### src/rtl/mm_pkg.sv
// Shared types and constants for the systolic-array controller.
package mm_pkg;

  localparam int unsigned PrecMax = 8;
  localparam int unsigned ExpW    = 5;
  localparam int unsigned LenW    = 6;
  localparam int unsigned PrecW   = 4;

  typedef enum logic [1:0] {
    StIdle,
    StLoad,
    StRun,
    StDrain
  } mm_state_e;

  // A job is legal when both fields are in range and the weight-bit stream fits a FIFO.
  function automatic logic cfg_ok(logic [LenW-1:0] len, logic [PrecW-1:0] prec,
                                  int unsigned depth);
    logic [LenW+PrecW-1:0] prod;
    prod = {{PrecW{1'b0}}, len} * {{LenW{1'b0}}, prec};
    return (len != '0) && (32'(len) <= depth) && (prec != '0) && (32'(prec) <= PrecMax) &&
           (32'(prod) <= depth);
  endfunction

endpackage

### src/rtl/mm_ctrl_cnt.sv
// Up-counter with synchronous clear and a terminal-count flag that looks at the next value,
// so callers can act in the same cycle the final increment happens.
module mm_ctrl_cnt #(
  parameter int unsigned Width = 8
) (
  input  logic             clk,
  input  logic             rst,
  input  logic             clr,
  input  logic             en,
  input  logic [Width-1:0] limit,
  output logic [Width-1:0] cnt,
  output logic             tc
);

  logic [Width-1:0] cnt_d, cnt_q;

  always_comb begin
    cnt_d = cnt_q;
    if (clr) begin
      cnt_d = '0;
    end else if (en) begin
      cnt_d = cnt_q + 1'b1;
    end
  end

  always_ff @(posedge clk) begin
    if (rst) begin
      cnt_q <= '0;
    end else begin
      cnt_q <= cnt_d;
    end
  end

  assign cnt = cnt_q;
  assign tc  = (cnt_d == limit);

endmodule

### src/rtl/mm_ctrl.sv
// Job controller for the systolic array: config check, FIFO load, run, result drain.
// Define MM_CTRL_TIMEOUT_EN to add a RUN-phase watchdog that aborts the job after TIMEOUT cycles.
module mm_ctrl
  import mm_pkg::*;
#(
  parameter int unsigned N          = 2,
  parameter int unsigned ACT_WIDTH  = 16,
  parameter int unsigned ACC_WIDTH  = 32,
  parameter int unsigned FIFO_DEPTH = 32,
  parameter int unsigned TIMEOUT    = 1024
) (
  input  logic                       clk,
  input  logic                       rst,
  input  logic                       start,
  input  logic [LenW-1:0]            len,
  input  logic [PrecW-1:0]           precision,
  input  logic [ExpW-1:0]            exp_set,
  input  logic                       act_valid,
  output logic                       act_ready,
  input  logic [N*ACT_WIDTH-1:0]     act_data,
  input  logic                       w_valid,
  output logic                       w_ready,
  input  logic [N-1:0]               w_data,
  output logic                       wr_en_act,
  output logic                       wr_en_w,
  output logic [N*ACT_WIDTH-1:0]     act_din,
  output logic [N-1:0]               w_din,
  output logic                       mm_active,
  output logic [PrecW-1:0]           mm_precision,
  output logic [ExpW-1:0]            mm_exp_set,
  input  logic                       mm_done,
  input  logic [N*N*ACC_WIDTH-1:0]   acc_in,
  input  logic [N*N*ExpW-1:0]        exp_in,
  output logic                       res_valid,
  input  logic                       res_ready,
  output logic [ACC_WIDTH-1:0]       res_acc,
  output logic [ExpW-1:0]            res_exp,
  output logic [$clog2(N*N)-1:0]     res_idx,
  output logic                       busy,
  output logic                       err_cfg,
  output logic                       err_timeout
);

  localparam int unsigned CntW = $clog2(FIFO_DEPTH + 1);
  localparam int unsigned IdxW = $clog2(N * N);

  if (N < 2) begin : g_bad_n
    $error("mm_ctrl needs N >= 2");
  end
  if (TIMEOUT < 1) begin : g_bad_timeout
    $error("mm_ctrl needs TIMEOUT >= 1");
  end

  mm_state_e        state_q, state_d;
  logic [LenW-1:0]  len_q;
  logic [PrecW-1:0] prec_q;
  logic [ExpW-1:0]  exp_q;
  logic             latch;
  logic             err_cfg_d, err_cfg_q;
  logic             run_timeout;

  logic [CntW-1:0]  act_tgt, w_tgt, act_cnt, w_cnt;
  logic             act_tc, w_tc;
  logic [IdxW-1:0]  idx_cnt;
  logic             unused_idx_tc;
  logic             res_xfer, res_last;

  assign act_tgt = CntW'(len_q);
  assign w_tgt   = CntW'(len_q) * CntW'(prec_q);

  assign act_ready = (state_q == StLoad) && (act_cnt < act_tgt);
  assign w_ready   = (state_q == StLoad) && (w_cnt < w_tgt);
  assign wr_en_act = act_valid && act_ready;
  assign wr_en_w   = w_valid && w_ready;
  assign act_din   = wr_en_act ? act_data : '0;
  assign w_din     = wr_en_w ? w_data : '0;

  assign res_valid = (state_q == StDrain);
  assign res_xfer  = res_valid && res_ready;
  assign res_last  = res_xfer && (idx_cnt == IdxW'(N * N - 1));
  assign res_idx   = idx_cnt;
  assign res_acc   = res_valid ? acc_in[32'(idx_cnt) * ACC_WIDTH +: ACC_WIDTH] : '0;
  assign res_exp   = res_valid ? exp_in[32'(idx_cnt) * ExpW +: ExpW] : '0;

  assign busy         = (state_q != StIdle);
  assign mm_active    = (state_q == StRun);
  assign mm_precision = prec_q;
  assign mm_exp_set   = exp_q;
  assign err_cfg      = err_cfg_q;

  // Stream counters are cleared while idle so a fresh job always starts from zero.
  mm_ctrl_cnt #(.Width(CntW)) u_act_cnt (
    .clk   (clk),
    .rst   (rst),
    .clr   (state_q == StIdle),
    .en    (wr_en_act),
    .limit (act_tgt),
    .cnt   (act_cnt),
    .tc    (act_tc)
  );

  mm_ctrl_cnt #(.Width(CntW)) u_w_cnt (
    .clk   (clk),
    .rst   (rst),
    .clr   (state_q == StIdle),
    .en    (wr_en_w),
    .limit (w_tgt),
    .cnt   (w_cnt),
    .tc    (w_tc)
  );

  mm_ctrl_cnt #(.Width(IdxW)) u_idx_cnt (
    .clk   (clk),
    .rst   (rst),
    .clr   (state_q != StDrain),
    .en    (res_xfer),
    .limit (IdxW'(N * N - 1)),
    .cnt   (idx_cnt),
    .tc    (unused_idx_tc)
  );

`ifdef MM_CTRL_TIMEOUT_EN
  localparam int unsigned WdW = $clog2(TIMEOUT + 1);

  logic [WdW-1:0] unused_wd_cnt;
  logic           err_to_q;

  // tc fires in the TIMEOUT-th consecutive RUN cycle.
  mm_ctrl_cnt #(.Width(WdW)) u_wd_cnt (
    .clk   (clk),
    .rst   (rst),
    .clr   (state_q != StRun),
    .en    (state_q == StRun),
    .limit (WdW'(TIMEOUT)),
    .cnt   (unused_wd_cnt),
    .tc    (run_timeout)
  );

  always_ff @(posedge clk) begin
    if (rst) begin
      err_to_q <= 1'b0;
    end else begin
      err_to_q <= (state_q == StRun) && !mm_done && run_timeout;
    end
  end

  assign err_timeout = err_to_q;
`else
  assign run_timeout = 1'b0;
  assign err_timeout = 1'b0;
`endif

  always_comb begin
    state_d   = state_q;
    latch     = 1'b0;
    err_cfg_d = 1'b0;
    case (state_q)
      StIdle: begin
        if (start) begin
          if (cfg_ok(len, precision, FIFO_DEPTH)) begin
            latch   = 1'b1;
            state_d = StLoad;
          end else begin
            err_cfg_d = 1'b1;
          end
        end
      end
      StLoad: begin
        if (act_tc && w_tc) begin
          state_d = StRun;
        end
      end
      StRun: begin
        if (mm_done) begin
          state_d = StDrain;
        end else if (run_timeout) begin
          state_d = StIdle;
        end
      end
      StDrain: begin
        if (res_last) begin
          state_d = StIdle;
        end
      end
      default: state_d = StIdle;
    endcase
  end

  always_ff @(posedge clk) begin
    if (rst) begin
      state_q   <= StIdle;
      len_q     <= '0;
      prec_q    <= '0;
      exp_q     <= '0;
      err_cfg_q <= 1'b0;
    end else begin
      state_q   <= state_d;
      err_cfg_q <= err_cfg_d;
      if (latch) begin
        len_q  <= len;
        prec_q <= precision;
        exp_q  <= exp_set;
      end
    end
  end

endmodule

### config.mk
export PLATFORM = sky130hd
export DESIGN_NAME = mm_ctrl
export DESIGN_NICKNAME = d
export VERILOG_FILES = /design/src/rtl/mm_pkg.sv /design/src/rtl/mm_ctrl_cnt.sv /design/src/rtl/mm_ctrl.sv
export SDC_FILE = /design/constraint.sdc
export NUM_CORES = 1
export LEC_CHECK = 0
export CAP_MARGIN = 20
export CORE_MARGIN = 8
export CORE_UTILIZATION = 38
export CTS_BUF_LIST = sky130_fd_sc_hd__clkbuf_4 sky130_fd_sc_hd__clkbuf_8
export DETAILED_ROUTE_END_ITERATION = 6
export GPL_TIMING_DRIVEN = 0
export PLACE_DENSITY = 0.92
export SLEW_MARGIN = 20
export SYNTH_ARGS = -nofsm -noshare
export SYNTH_HDL_FRONTEND = slang
export SYNTH_SLANG_ARGS = --single-unit
### constraint.sdc
create_clock -name clk -period 7.25 [get_ports clk]
set_input_delay 0.725 -clock clk [delete_from_list [all_inputs] [get_ports clk]]
set_output_delay 0.725 -clock clk [all_outputs]
set_load 0.01 [all_outputs]
==> run metrics, run 1 <==
status completed; final antenna diode count 0; number of flops mapped to enable cells by yosys 0; CP max FO 10; Die Wd approximately 130 µm; fmax 173 MHz; port buffer count 293; Commonest cells post-synth and2_1 (101), ha_1 (38), mux4_2 (37); dpl cells around 920; final hold violation count 0; Final min period 5.78 ns; WP data required roughly 6.5 ns; post-synthesis instance area between 4000 and 5000 µm²; Leakage Power 3.02 nW; relative slew slack between 40% and 50%; CP Cell Sequence clkbuf_1 -> nand2_1 -> fa_1 -> inv_1 -> fa_1 -> ha_1 -> a21o_1 -> a21oi_1 -> xor3_1 -> inv_1 -> ha_1 -> nand4_1 -> a311oi_4 -> nor2_2 -> and2_1 -> clkdlybuf4s50_1; std cell rows 40; Final setup viols 0; post-route antenna net violation count 0; Setup Buffers After CTS 0; nets@finish about 1000; Post-CTS Resized 0; Gate Count Post-Synth ~480; GRT Total Usage about 26%; Peak VDD IR a little under 0.05 mV; H-tree levels 2; clk slew on worst S/H paths approximately 0.070 ns; crit path launch type flop; Most used DFF post-synth dfxtp_1; internal power ~0.4 mW; Core Area roughly 12000 µm²; kind of critical path reg2out; Final Cycle Share roughly four fifths; worst slew pin tran roughly 0.9 ns; Pre-Repair DR Iteration Count 5; Net Switching around 0.15 mW; slowest CP cell a311oi_4; TritonCTS clock tree built; RePlAce Congestion ~0.95; crit end category primary output; Clock Sinks 32; switching portion of total power around 27%; WL/cell approximately 22 µm; Max stage delay on crit path 0.53 ns; Syn-to-layout area delta 70.4%; initial antenna violation count 1; syn_area_per_cell around 9.4 µm²; YS warnings 0; Comb power frac 40.2%; CTS buffer count 5; Clock Latency Late Sink 0.29 ns; Initial Utilization between 30 and 40%; count leader, synth and2_1; maximum clock path buffer count 2; Synth Register Bits 32; Via density between 5 and 6; area of the die ~16000 µm²; first-pass GRT wire length roughly 32000 µm; number of remaining DRC errors 0; Mapped Nets 739; area share of the largest cell type after synthesis 18.3%; RSZ-0062 raised after global routing false; Final TNS setup 0 ns; pwr/cell area roughly 70 nW/µm²; most area-hungry cell type in the Yosys netlist mux4_2; Async SR Flop Fraction 0%; Final HPWL DP between 15000 and 20000 µm; initial drt markers between 200 and 300; Synth cell types 65; Reg power frac roughly a third; Hold Path Class reg2reg; Max Slew Vio Count 0; register area share after synthesis 14.0%; fill count ~960; non-filler instance count after layout approximately 930; vias in the first global route between 5000 and 6000; MaxCap Viol Count 0; CP arrival ~5 ns; DR vias about 4900; Hold Buf Count CTS 0; clock share of power a little over a quarter; final wirelength 20800 µm; grt ovf 0; Boundary Pins around 300; largest cells by area after synthesis mux4_2 (18%), dfxtp_1 (14%), and2_1 (14%); fraction of layout instances using a drive strength above 1 8.79%; root buf cell clkbuf_8; pin count of the biggest net entering global routing 11; die height 126 µm; clock skew around 0.0077 ns
[placed cells by master, fill, tap and decap left out, types with 16 or more instances in the layout]
master / Yosys / final
a21oi_1: 16 / 16
clkbuf_1: 19 / 19
mux2i_1: 19 / 19
clkdlybuf4s50_1: 0 / 293
mux4_2: 37 / 37
ha_1: 38 / 38
nand2_1: 21 / 21
nor2_1: 35 / 35
and2_1: 101 / 101
inv_1: 31 / 31
dfxtp_1: 32 / 32
[cell families (layout without fill, tap and decap cells)]
| logic type | after synthesis | in the layout | share of synthesized area (%) |
|---|---|---|---|
| AO/OA/AOI/OAI | 56 | 56 | 10.4 |
| multiplexers | 58 | 58 | 23.0 |
| buffers and inverters | 59 | 360 | 5.02 |
| adder cells (fa/ha/maj) | 51 | 51 | 16.1 |
| XOR/XNOR | 26 | 26 | 6.56 |
| other | 1 | 1 | 0.0822 |
| flip-flops | 32 | 32 | 14.0 |
| AND/OR/NAND/NOR | 201 | 201 | 24.8 |
[sequential cells by signal, indices dropped and copies added (netlist names)]
register,flops
act_tgt,6
u_idx_cnt.cnt,2
mm_precision,4
u_act_cnt.cnt,6
u_w_cnt.cnt,6
mm_exp_set,5
state_q,2
err_cfg,1
[power groups by stage]
stage	combinational, mW	clock [mW]	sequential [mW]
floorplan	0.0797	0	0.184
global placement	0.210	0	0.184
detailed placement	0.217	0	0.184
finish	0.220	0.148	0.180
global route	0.237	0.156	0.180
CTS	0.220	0.147	0.180
[routing by layer]
| layer | track usage, % | share of wire (%) | vias up |
|---|---|---|---|
| met1 | 28.6 | 37 | 2389 |
| met4 | 6.16 | 2.1 | 2 |
| met2 | 47.8 | 53 | 201 |
| li1 | - | - | 2323 |
| met3 | 7.52 | 8.2 | 32 |
| met5 | 0 | 0.048 | - |
[critical path: cells and delay by family (launching register included)]
family | cells | cell delay (ns)
flops | 1 | 0.31
compound gates | 3 | 0.86
fa+ha+maj | 4 | 1.43
xor+xnor | 1 | 0.50
simple gates | 4 | 0.69
buf+inv | 4 | 0.96
[final cells by class]
class                   instances  area [µm²]  share of cell area [%]
multi-input cells             393        3690                    47.5
repair buffers                293        2930                    37.7
flip-flops and latches         32         641                    8.24
well taps                     147         184                    2.37
inverters                      33         124                    1.59
plain buffers                  26         105                    1.35
clock buffers                   6        82.6                    1.06
clock inverters                 2        10.0                   0.129
[final timing paths]
path / slack, ns / to / from / cells after the start
worst max-delay path: 1.47 / w_din[1] / act_tgt[2] / 16
worst min-delay path: 0.50 / mm_exp_set[3] / mm_exp_set[3] / 2
worst max register to register: 1.51 / state_q[0] / act_tgt[2] / 20
worst min register to register: 0.50 / mm_exp_set[3] / mm_exp_set[3] / 2
[per-stage QoR]
| step | worst slack [ns] | total power [mW] | area [µm²] | hold slack, ns | utilization (%) |
|---|---|---|---|---|---|
| after global routing | 1.18 | 0.572 | 7770 | 0.538 | 65.5 |
| final | 1.47 | 0.548 | 7770 | 0.500 | 65.5 |
| after global placement | 1.77 | 0.393 | 7680 | 0.477 | 64.7 |
| after floorplan | 2.21 | 0.263 | 4560 | 0.502 | - |
| after detailed placement | 1.61 | 0.401 | 7680 | 0.487 | 64.7 |
| after CTS | 1.49 | 0.546 | 7770 | 0.505 | 65.5 |
No activity file was read; power rests on OpenSTA's default activity.
==> run 2, diff against run 1 <==
Settings changed: CORE_UTILIZATION 38 to 34, PLACE_DENSITY 0.92 to 0.87.
Clock period 7.25 ns to 5 ns, I/O delays scaled along.
==> run 2 against run 1 <==
The flow now finishes with violations (setup timing). Sequential power grew 43%. Combinational power grew 45%. Global-route usage shrank 2.3 points. Utilization shrank 4.2 points. Critical path depth grew 3. Wire length grew 3.2%. Clock skew shrank 0.0043 ns. Register-to-register slack lost 1.7 ns. Clock-buffer cell count is the same. Total power grew 51%. First-iteration DRC count shrank 23%. Largest power group unchanged. Highest routed layer unchanged.
==> run metrics, run 2 (synthesis results as in run 1) <==
fill count 1080 (+12%); Core Area 13200 µm² (+11%); cell depth of the worst min-delay path 2 (unchanged); Final Cycle Share 103%; nets@finish 1054 (+1.4%); die height 132 µm (+5.0%); reg-to-reg endpoint state_q[0]; RSZ-0062 raised after global routing true; area of the die 17400 µm² (+10%); final antenna diode count 0 (unchanged); maximum clock path buffer count 2 (unchanged); fmax just under 200 MHz; most frequent cells in the layout clkdlybuf4s50_1 (288), and2_1 (98), mux4_2 (37), ha_1 (36), nor2_1 (34); Place WS -0.499 ns (-2.11 ns); final hold violation count 0 (unchanged); DR vias 5052 (+2.1%); vias in the first global route 5381 (+1.4%); MaxCap Viol Count 0 (unchanged); Die Wd 132 µm (+5.0%); number of remaining DRC errors 0 (unchanged); initial antenna violation count 1 (unchanged); pin count of the biggest net entering global routing 11 (unchanged); post-route antenna net violation count 0 (unchanged); GRT Total Usage 23.7% (-2.3 points); Hold Crit Endpoint mm_exp_set[2]; Final min period between 5 and 6 ns; root buf cell clkbuf_8; worst r2r path cells 19 (-5.0%); Hold Startpoint mm_exp_set[2]; fraction of layout instances using a drive strength above 1 14.4% (+5.6 points); Final WS setup -0.168 ns (-1.63 ns); CP arrival 5.35 ns (+0.29 ns); initial drt markers 230 (-23%); Hold Buf Count CTS 0 (unchanged); pwr/cell area 102 nW/µm² (+45%); Clock Latency Late Sink 0.28 ns (about the same); status finished with violations; final wirelength 21500 µm (+3.2%); Leakage Power 3.19 nW (+5.9%); worst slew pin tran 0.887 ns (+0.0115 ns); grt ovf 0 (unchanged); Syn-to-layout area delta 77.2%; Reg2Reg Setup Slack -0.17 ns (-1.68 ns); relative slew slack 40.8% (-0.77 points); Peak VDD IR 0.0797 mV (+62%); overall power 0.827 mW (+51%); Via density 5.18 (-2.5%); commonest non-fill, non-tap cell in the layout clkdlybuf4s50_1; Clock Sinks 32 (unchanged); clock skew 0.00340 ns (-0.00432 ns); std cell rows 42 (+5.0%); Final setup viols 2 (+2); CP max FO 6 (-4); WP data required 5.18 ns (-1.34 ns); kind of critical path reg2reg; H-tree levels 2 (unchanged); Worst R2R Start act_tgt[1]; Hold Path Class reg2reg; port buffer count 293 (unchanged); TritonCTS clock tree built; WL/cell 22.1 µm (-1.4%); Final Hold Slack 0.507 ns (+0.00644 ns); clk slew on worst S/H paths 0.07 ns (about the same); Boundary Pins 295 (unchanged); RePlAce Congestion 0.904 (-4.5%); first-pass GRT wire length 31800 µm (+0.81%); Initial Utilization 34.6% (-3.9 points); Max Slew Vio Count 0 (unchanged); Pre-Repair DR Iteration Count 5 (unchanged); crit path launch type flop; Final HPWL DP 18600 µm (+0.59%); CTS buffer count 5 (unchanged); crit end category flop; violated checks setup timing
-- run 2: cell types whose count changed in the layout (fill, tap and decap cells not counted), moves of 3 or more --
cell,before,now
a21oi_1,16,13
a21oi_2,0,3
and2_1,101,98
and2_4,0,3
buf_4,1,18
clkdlybuf4s50_1,293,288
dfxtp_1,32,25
dfxtp_4,0,6
dlymetal6s2s_1,0,5
inv_1,31,28
inv_2,1,4
-- run 2: timing repair --
action                     in CTS  in global routing
setup endpoints to repair       6                 15
pin swaps                      16                  6
resized for setup              29                 14
setup buffers                  12                  4
-- run 2: power by group --
group	total [mW]	internal, mW	switching [mW]
Combinational	0.319	0.213	0.107
Clock	0.250	0.153	0.0963
Sequential	0.258	0.255	0.00249
-- run 2: worst max-delay path by stage --
stage	startpoint	to	slack [ns]
3_5_place_dp	act_tgt[2]	state_q[0]	-0.50
4_1_cts	mm_precision[3]	state_q[1]	0.006
6_report	act_tgt[1]	state_q[0]	-0.17
5_1_grt	act_tgt[1]	state_q[0]	-0.34
2_1_floorplan	act_tgt[2]	state_q[0]	0.02
3_3_place_gp	act_tgt[2]	state_q[0]	-0.36
-- run 2: metrics by stage --
stage,TNS [ns],area [µm²],util [%],std cells
6_report,-0.311,8080,61.3,976
5_1_grt,-0.735,8080,61.3,976
4_1_cts,0,8020,60.8,972
3_5_place_dp,-1.46,7730,58.6,953
3_3_place_gp,-1.03,7730,58.6,953
2_1_floorplan,0,4570,-,484
-- run 2: cell type report --
type                       instances  area [µm²]  share of cell area, %
inverter                          33         124                   1.53
multi-input combinational        393        3790                   46.8
timing repair buffer             309        3070                   37.9
clock inverter                     2        35.0                  0.434
clock buffer                       6        76.3                  0.944
sequential                        32         664                   8.22
buffer                            25         110                   1.36
tap                              176         220                   2.72
-- run 2: worst max-delay path, stage by stage (launching register included) --
cell and delay [ns]:
dfxtp_4 0.35, and2_4 0.16, fa_1 0.54, inv_1 0.07
fa_2 0.59, inv_2 0.05, ha_4 0.25, a21oi_2 0.16
xor3_2 0.24, inv_2 0.07, ha_4 0.27, nand4_1 0.12
a311oi_4 0.41, o311a_1 0.23, nor3_1 0.05, or4b_1 0.48
a32o_2 0.25, o41ai_4 0.37, a21oi_1 0.13, a311oi_1 0.27
-- run 2: per-layer routing --
metal	vias to the layer above	share of wire (%)	wire [µm]	global-route usage, %
met2	220	53	11300	43.9
met3	42	8.1	1740	7.28
met5	-	0.042	9	0
li1	2349	-	-	-
met4	2	2.9	626	6.89
met1	2439	36	7820	25.2
==> run 3, diff against run 2 <==
Settings changed: CTS_CLUSTER_DIAMETER from default to 80.
==> results of run 3 <==
No change in the layout: final DEF, timing and power equal those of run 2.
